### src/rtl/d_hazard_unit_pkg.sv
// ---------------------------------------------------------------------------
// d_hazard_unit_pkg
// Shared definitions for the decode-stage hazard/forwarding controller:
//   - 5-bit major opcode codes (instr[6:2]) for the RV32I base opcodes
//   - scoreboard entry field widths and the "register file" forwarding select
//   - packed structs for a scoreboard entry and for decoded register usage
// ---------------------------------------------------------------------------
package d_hazard_unit_pkg;

  localparam int RD_W       = 5;
  localparam int FWD_SEL_RF = 0;

  localparam logic [4:0] OPC_LOAD_5   = 5'b00000;
  localparam logic [4:0] OPC_OP_IMM_5 = 5'b00100;
  localparam logic [4:0] OPC_AUIPC_5  = 5'b00101;
  localparam logic [4:0] OPC_STORE_5  = 5'b01000;
  localparam logic [4:0] OPC_OP_5     = 5'b01100;
  localparam logic [4:0] OPC_LUI_5    = 5'b01101;
  localparam logic [4:0] OPC_BRANCH_5 = 5'b11000;
  localparam logic [4:0] OPC_JALR_5   = 5'b11001;
  localparam logic [4:0] OPC_JAL_5    = 5'b11011;
  localparam logic [4:0] OPC_SYSTEM_5 = 5'b11100;

  // One in-flight destination tracked by the scoreboard.
  typedef struct packed {
    logic            valid;
    logic [RD_W-1:0] rd;
    logic            is_load;
  } sb_entry_t;

  // Register usage of the instruction sitting in decode.
  typedef struct packed {
    logic            uses_rs1;
    logic            uses_rs2;
    logic            writes_rd;
    logic            is_load;
    logic [RD_W-1:0] rs1;
    logic [RD_W-1:0] rs2;
    logic [RD_W-1:0] rd;
  } dec_t;

endpackage

### src/rtl/d_instr_regs.sv
// ---------------------------------------------------------------------------
// d_instr_regs
// Purely combinational register-usage decode of a 32-bit RV32 instruction.
// Ports:
//   i_instr  in  32  instruction in decode
//   o_dec    out     {uses_rs1, uses_rs2, writes_rd, is_load, rs1, rs2, rd}
// A write to x0 is never reported as writes_rd, so downstream logic never
// needs to special-case x0.
// ---------------------------------------------------------------------------
module d_instr_regs
  import d_hazard_unit_pkg::*;
(
  input  logic [31:0] i_instr,
  output dec_t        o_dec
);

  logic [4:0] w_opc;
  logic       w_unused;

  assign w_opc    = i_instr[6:2];
  // funct fields and the low opcode bits carry no register-usage information.
  assign w_unused = ^{i_instr[31:25], i_instr[14:12], i_instr[1:0]};

  always_comb begin
    // NOTE: every output gets a default first so no path can infer a latch.
    o_dec          = '0;
    o_dec.rs1      = i_instr[19:15];
    o_dec.rs2      = i_instr[24:20];
    o_dec.rd       = i_instr[11:7];
    o_dec.uses_rs1 = !(w_opc inside {OPC_LUI_5, OPC_AUIPC_5, OPC_JAL_5});
    o_dec.uses_rs2 = (w_opc inside {OPC_OP_5, OPC_BRANCH_5, OPC_STORE_5});
    o_dec.writes_rd = !(w_opc inside {OPC_BRANCH_5, OPC_STORE_5}) &&
                      (i_instr[11:7] != '0);
    o_dec.is_load  = (w_opc == OPC_LOAD_5);
  end

endmodule

### src/rtl/d_hazard_unit.sv
// ---------------------------------------------------------------------------
// d_hazard_unit
// Decode-stage hazard and forwarding controller. Tracks the destinations of
// the NUM_FWD_STAGES instructions ahead of decode in a registered scoreboard
// (entry k = instruction k stages past D, entry 1 = X) and produces operand
// forwarding selects, a load-use stall and a redirect flush.
//
// Parameters:
//   NUM_FWD_STAGES  stages after D that can forward a result
//   LOAD_LATENCY    stages a load occupies before it can forward (1..N-1)
//   SEL_W           width of each forwarding select
// Ports:
//   clk, rst        core clock, synchronous active-high reset
//   d_instr/d_valid instruction in decode and its valid flag
//   x_redirect      X is redirecting the PC this cycle
//   fwd_sel_rs1/2   0 = register file, k = result of stage k
//   stall           hold PC and IF/D, bubble into X
//   nop_sel         replace the decode instruction with a NOP
//   inflight        scoreboard valid bits (bit k-1 = stage k)
// Optional (macro HAZ_PERF_CNT_EN):
//   stall_cycles, flush_cycles  free-running 32-bit event counters
// ---------------------------------------------------------------------------
module d_hazard_unit
  import d_hazard_unit_pkg::*;
#(
  parameter int NUM_FWD_STAGES = 2,
  parameter int LOAD_LATENCY   = 1,
  parameter int SEL_W          = $clog2(NUM_FWD_STAGES + 1)
) (
  input  logic                      clk,
  input  logic                      rst,
  input  logic [31:0]               d_instr,
  input  logic                      d_valid,
  input  logic                      x_redirect,
  output logic [SEL_W-1:0]          fwd_sel_rs1,
  output logic [SEL_W-1:0]          fwd_sel_rs2,
  output logic                      stall,
  output logic                      nop_sel,
  output logic [NUM_FWD_STAGES-1:0] inflight
`ifdef HAZ_PERF_CNT_EN
  ,
  output logic [31:0]               stall_cycles,
  output logic [31:0]               flush_cycles
`endif
);

  if (LOAD_LATENCY < 1 || LOAD_LATENCY >= NUM_FWD_STAGES) begin : g_bad_cfg
    $error("d_hazard_unit: LOAD_LATENCY must be in 1..NUM_FWD_STAGES-1");
  end

  dec_t                         w_dec;
  sb_entry_t [NUM_FWD_STAGES:1] r_sb;
  logic [SEL_W-1:0]             w_sel_rs1;
  logic [SEL_W-1:0]             w_sel_rs2;
  logic                         w_load_hit;
  logic                         w_redirect;
  logic                         w_stall;

  d_instr_regs u_decode (
    .i_instr (d_instr),
    .o_dec   (w_dec)
  );

  // Forwarding and load-use detection. Walking from the oldest stage to the
  // youngest lets the youngest match overwrite older ones. A load that has
  // not yet produced its data is skipped as a source and raises the stall.
  always_comb begin
    w_sel_rs1  = SEL_W'(FWD_SEL_RF);
    w_sel_rs2  = SEL_W'(FWD_SEL_RF);
    w_load_hit = 1'b0;
    for (int k = NUM_FWD_STAGES; k >= 1; k--) begin
      if (r_sb[k].valid) begin
        if (r_sb[k].is_load && k <= LOAD_LATENCY) begin
          if ((w_dec.uses_rs1 && r_sb[k].rd == w_dec.rs1) ||
              (w_dec.uses_rs2 && r_sb[k].rd == w_dec.rs2)) begin
            w_load_hit = 1'b1;
          end
        end else begin
          if (w_dec.uses_rs1 && r_sb[k].rd == w_dec.rs1) w_sel_rs1 = SEL_W'(k);
          if (w_dec.uses_rs2 && r_sb[k].rd == w_dec.rs2) w_sel_rs2 = SEL_W'(k);
        end
      end
    end
  end

  // A redirect kills the decode instruction outright, so it wins over stall.
  assign w_redirect = x_redirect & ~rst;
  assign w_stall    = d_valid & w_load_hit & ~w_redirect;

  // NOTE: the scoreboard valid bits decide forwarding, so every entry is
  // cleared on reset rather than left to settle from stale contents.
  always_ff @(posedge clk) begin
    if (rst) begin
      r_sb <= '0;
    end else begin
      // NOTE: non-blocking assignments so every stage shifts from the
      // pre-edge values, independent of statement order.
      for (int k = NUM_FWD_STAGES; k >= 2; k--) begin
        r_sb[k] <= r_sb[k-1];
      end
      r_sb[1].valid   <= d_valid & w_dec.writes_rd & ~w_stall & ~w_redirect;
      r_sb[1].rd      <= w_dec.rd;
      r_sb[1].is_load <= w_dec.is_load;
    end
  end

  always_comb begin
    inflight = '0;
    for (int k = 1; k <= NUM_FWD_STAGES; k++) begin
      inflight[k-1] = r_sb[k].valid;
    end
  end

  assign fwd_sel_rs1 = w_sel_rs1;
  assign fwd_sel_rs2 = w_sel_rs2;
  assign stall       = w_stall;
  assign nop_sel     = w_redirect;

`ifdef HAZ_PERF_CNT_EN
  logic [31:0] r_stall_cycles;
  logic [31:0] r_flush_cycles;

  always_ff @(posedge clk) begin
    if (rst) begin
      r_stall_cycles <= '0;
      r_flush_cycles <= '0;
    end else begin
      if (w_stall)    r_stall_cycles <= r_stall_cycles + 32'd1;
      if (w_redirect) r_flush_cycles <= r_flush_cycles + 32'd1;
    end
  end

  assign stall_cycles = r_stall_cycles;
  assign flush_cycles = r_flush_cycles;
`endif

endmodule

### config.mk
export PLATFORM = sky130hd
export DESIGN_NAME = d_hazard_unit
export DESIGN_NICKNAME = d
export VERILOG_FILES = /design/src/rtl/d_hazard_unit_pkg.sv /design/src/rtl/d_instr_regs.sv /design/src/rtl/d_hazard_unit.sv
export SDC_FILE = /design/constraint.sdc
export NUM_CORES = 1
export LEC_CHECK = 0
export ABC_CLOCK_PERIOD_IN_PS = 3800
export CORE_UTILIZATION = 39
export CTS_BUF_LIST = sky130_fd_sc_hd__clkbuf_8 sky130_fd_sc_hd__clkbuf_16
export CTS_CLUSTER_DIAMETER = 30
export DETAILED_ROUTE_END_ITERATION = 16
export PLACE_DENSITY_LB_ADDON = 0.05
export SYNTH_ARGS = -nofsm -noshare
export SYNTH_HDL_FRONTEND = slang
export SYNTH_SLANG_ARGS = --single-unit
### constraint.sdc
create_clock -name clk -period 3.8 [get_ports clk]
set_input_delay 1.14 -clock clk [delete_from_list [all_inputs] [get_ports clk]]
set_output_delay 1.14 -clock clk [all_outputs]
set_load 0.005 [all_outputs]
* Word-level counts from Yosys, hierarchy flattened
Cells that the tools add are included.
** Cells by class
- Reduce and logical (&&, ||, !) cells :: 13
- Muxes and demuxes :: 13
- Equal/unequal tests :: 10
- Bitwise logic cells :: 9
** Operator list (count)
- $eq 5x5->1 :: 4
- $mux 2 :: 10
- $eq 5x4->1 const B :: 3
- $eq 5x5->1 const B :: 2
- $and 1x1->1 :: 6
- $reduce_bool 3->1 :: 2
- $eq 5x3->1 const B :: 1
- $logic_and 1x1->1 :: 5
- $logic_not 5->1 :: 1
- $reduce_bool 5->1 :: 1
- $mux 1 :: 3
- $not 1->1 :: 3
- $logic_not 1->1 :: 2
- $reduce_bool 2->1 :: 1
- $logic_or 1x1->1 :: 1
** Word-level totals
- Output and inout port bits :: 8
- Register bits :: 13

* Longest topological paths before layout
- Depth after elaboration :: 13
- Depth in mapped cells :: 4
- Gate-level depth less buffers :: 4

* Modules after synthesis
Synthesis repeated with hierarchy kept, for this count alone.
** Unflattened totals
- Cells, all modules :: 94
- Area, all modules :: 823.3 um2
** By module, submodules not included
- d_hazard_unit :: times used 1, seq. area each 260.2 um2, area each 641.9 um2, cells an instance 68
- d_instr_regs :: times used 1, seq. area each 0.0 um2, area each 181.4 um2, cells an instance 26

* Least setup slack after synthesis
No wires, ideal clock.
- Path type :: input to output
- Start point :: input port d_instr[6]
- End point :: output port fwd_sel_rs2[1]
- Path buffers :: 0
- Cell stages on the path :: 4
- Arrival :: 1.995 ns
- Data required time :: 2.660 ns
- Path slack :: 0.665 ns
- Cell sequence :: a211oi_2 nand2_1 or3_4 o2111a_1
** Between the ends
- Cells in the longest elaborated chain, start to end :: 8
- Elaborated cells on any way between the ends :: 11
- Those cells by class :: 3 x eq/ne; 5 x mux; 3 x reduce/logical
** Ends and longest elaborated chain
- from (decl) :: line d_hazard_unit.sv:32 : input logic [31:0] d_instr,
- $eq 5x4->1 or $eq 5x5->1 (tied branches) :: line d_instr_regs.sv:31 : o_dec.uses_rs2 = (w_opc inside {OPC_OP_5, OPC_BRANCH_5, OPC_STORE_5});
- $reduce_bool 3->1 (*) :: line d_instr_regs.sv:31
- $logic_and 1x1->1 :: line d_hazard_unit.sv:80 : if (w_dec.uses_rs2 && r_sb[k].rd == w_dec.rs2) w_sel_rs2 = SEL_W'(k);
- $mux 2 :: line d_hazard_unit.sv:80
- $mux 2 :: line d_hazard_unit.sv:72 : if (r_sb[k].valid) begin
- $mux 2 :: line d_hazard_unit.sv:80
- $mux 2 :: line d_hazard_unit.sv:73 : if (r_sb[k].is_load && k <= LOAD_LATENCY) begin
- $mux 2 (*) :: line d_hazard_unit.sv:72
- to (decl) :: line d_hazard_unit.sv:36 : output logic [SEL_W-1:0] fwd_sel_rs2,
Mark *: on every way between the ends. The rest lies on a longest branch, timed or not.

* Final worst setup path
- Start point :: input port d_instr[18]
- End point :: output port fwd_sel_rs1[1]
** Between the ends
- Cells in the longest elaborated chain, start to end :: 7
- Elaborated cells on any way between the ends :: 9
- Those cells by class :: 2 x eq/ne; 5 x mux; 2 x reduce/logical
** Ends and longest elaborated chain
- $eq 5x5->1 :: line d_hazard_unit.sv:79 : if (w_dec.uses_rs1 && r_sb[k].rd == w_dec.rs1) w_sel_rs1 = SEL_W'(k);
- $logic_and 1x1->1 :: line d_hazard_unit.sv:79
- $mux 2 :: line d_hazard_unit.sv:79
- $mux 2 :: line d_hazard_unit.sv:72
- $mux 2 :: line d_hazard_unit.sv:79
- $mux 2 :: line d_hazard_unit.sv:73
- $mux 2 (*) :: line d_hazard_unit.sv:72
- to (decl) :: line d_hazard_unit.sv:35 : output logic [SEL_W-1:0] fwd_sel_rs1,
Marked as above.

==> impl_metrics.toml <==
[hold_path]
hold_path_startpoint = "inflight[0]"
min_to = "inflight[1]"
min_delay_path_depth = 1
hold_path_class = "flip-flop to flip-flop"

[place]
place_ws_ns = -0.396
portBuffers = 31
dp.final_hpwl_mm = 1.41
place_congestion = 0.832

[floorplanning]
dieArea_um2 = 2090
fp-row-count = 15
ioPinCount = 44
die_h_um = 45.7
initial_core_util_pct = 42.3
core-area_um2 = 1760
die_width_um = 45.7

[synth]
synth_fa_ha_area_share_pct = 0
ys_ff_latch = 13
async_flop_share_pct = 0
synth_xor_area_share_pct = 23.5
synth_area_um2 = 746
synth_warnings = 0
syn_nets = 115
synth_area_leaders = "dfxtp_1 35%, xnor2_1 19%, nor2b_1 10%"
synth_top_family_by_area = "simple AND/OR/NAND/NOR gates"
syn_inst = 79
yosysTopAreaCellShare_pct = 34.9
synth_edf_count = 0
synthMuxAreaShare_pct = 0
synth_seq_area_share_pct = 34.9
syn_avg_cell_area_um2 = 9.44
synth.largest_area_cell = "dfxtp_1"
synth.distinct_cells = 26
synth_compound_area_share_pct = 6.54
synthSimpleGateAreaFrac_pct = 32.6
synth_flop_cell = "dfxtp_1"

[timing]
setup_viol = 0
maxSlewHeadroom_pct = 82.1
worstMarginPinSlew_ns = 0.266
fin_skew_ns = 0.000583
fin_crit_ns = 3.70
rsz0062_at_grt = "no"
slew_viol_final = 0
fmax_ghz = 0.270
hold_viol_final = 0
post-route-period-util_pct = 97.4
setup_ws_ns = 0.0983
hold_slack_ns = 0.504

[clocking]
hold_buffers = 0
cts_buffers = 3
clk_pin_slew_ns = 0.05
clock_path_buffers = 2
tritoncts = "done"
clkSinkCount = 13
root_buffer = "clkbuf_8"
clk_latency_ns = 0.23
h-tree-depth = 1

[finish]
drive_above_1_share_pct = 25.2
fin_util_pct = 70.6
mostFrequentLayoutCells = "16 x xnor2_1, 16 x buf_4, 14 x clkdlybuf4s50_1"
final_nets = 164
area_growth_pct = 67.1
diodes = 0

[drt]
firstDrtPassIters = 4
ant_nets = 0
num_vias = 712
wl_per_cell_um = 11.3
route.detailed.drc = 0
initialDrtViolationCount = 6
wirelength_mm = 1.72
viasPerCell = 4.68

[power_and_ir_drop]
seq_power_share_pct = 43.6
power.density_nw_per_um2 = 273
pwr-share-clk_pct = 33.3
p_sw_uw = 77.9
combinationalPowerShare_pct = 23.1
sw_frac_of_total_pct = 22.9
p_leak_nw = 0.496
vdd_drop_max_uv = 314
p_int_uw = 263

[setup_path]
crit_slowest_cell = "clkdlybuf4s50_1"
slowest_delay_ns = 0.45
cp-start-kind = "primary input"
r2r_end = "inflight[0]"
cp.required_ns = 2.66
path_class = "primary input to primary output"
path_cells = "clkdlybuf4s50_1 -> buf_4 -> xor2_1 -> nor4_2 -> nand3_1 -> nor3_2 -> clkdlybuf4s15_1"
r2r_setup_slack_ns = 2.49
r2r_start = "r_sb[5]"
cp_max_fo = 2
crit_path_end_kind = "primary output"
critPathArrivalTime_ns = 2.56
r2r.worst_path.cells = 5

[global_route]
grt_max_degree = 14
grt-busiest-layer = "met2"
grt_util_met1_pct = 25.1
use_met3_pct = 2.38
track_usage_pct = 19.1
grt_pass1_vias = 695
grtUsageMet2_pct = 32.0
grt_pass1_wl_mm = 2.86
gr-total-overflow = 0
antenna_found_initial = 0

[run]
drv_cap = 0

[status]
status = "complete, no violations"
through the flow:
step	setup TNS [ns]	cell area (µm²)	instances	total power, mW
after floorplan	0	746	79	0.181
after global placement	-1.48	1170	145	0.227
after detailed placement	-1.65	1170	145	0.229
after CTS	0	1240	152	0.344
after global routing	0	1250	152	0.357
final	0	1250	152	0.340
registers in the layout, indices dropped and copies added (netlist names):
register / count
inflight: 2
r_sb: 11
worst max-delay path by stage:
stage                startpoint             end  cells past startpoint
floorplan            d_instr[6]  fwd_sel_rs2[1]                      4
finish              d_instr[18]  fwd_sel_rs1[1]                      7
CTS                  d_instr[5]  fwd_sel_rs2[1]                      9
global route        d_instr[18]  fwd_sel_rs1[1]                      7
global placement     d_instr[4]  fwd_sel_rs1[1]                      6
detailed placement   d_instr[3]           stall                      6
layer usage:
layer / wire length [µm] / share of wire, % / vias up
li1: - / - / 370
met1: 762 / 44 / 317
met2: 857 / 50 / 23
met3: 78 / 4.5 / 2
met4: 18 / 1.0 / 0
met5: 0 / 0 / -
cells by family (layout without fill, tap and decap cells):
kind of cell / after synthesis / after routing
compound gates: 5 / 5
xor+xnor: 20 / 20
buf+inv: 3 / 51
flops: 13 / 13
simple gates: 38 / 38
synthesized netlist by cell type (2+ instances only):
cell type / instances
nor2_1: 3
nor4_1: 3
nand2_1: 3
nand3_1: 4
nor3_1: 2
dfxtp_1: 13
nand4b_1: 2
xor2_1: 4
xnor2_1: 16
nor2b_1: 12
buf_4: 2
repair_timing:
action | CTS | global route
endpoints found under the hold margin | 0 | 0
pin swaps | 6 | 6
endpoints found under the setup margin | 5 | 4
gates resized for setup | 22 | 10
buffers inserted | 3 | 0
gates cloned | 0 | 0
critical path, delay by kind of cell:
kind,cells,cell delay (ns)
xor gates and xnor gates,1,0.15
buffers and inverters,3,0.81
and+or+nand+nor,3,0.45
power groups by stage:
| stage | sequential [mW] | combinational [mW] | clock (mW) |
|---|---|---|---|
| after floorplan | 0.150 | 0.0316 | 0 |
| after global placement | 0.151 | 0.0761 | 0 |
| after detailed placement | 0.151 | 0.0774 | 0 |
| after CTS | 0.148 | 0.0781 | 0.117 |
| after global routing | 0.149 | 0.0852 | 0.123 |
| final | 0.148 | 0.0785 | 0.113 |
cell type report:
class / count / area [µm²]
fillers: 161 / 518
multi-input cells: 63 / 502
repair buffers: 47 / 408
flip-flops and latches: 13 / 260
clock buffers: 3 / 41.3
well taps: 25 / 31.3
clock inverters: 1 / 3.75
No activity file was read; power rests on OpenSTA's default activity.
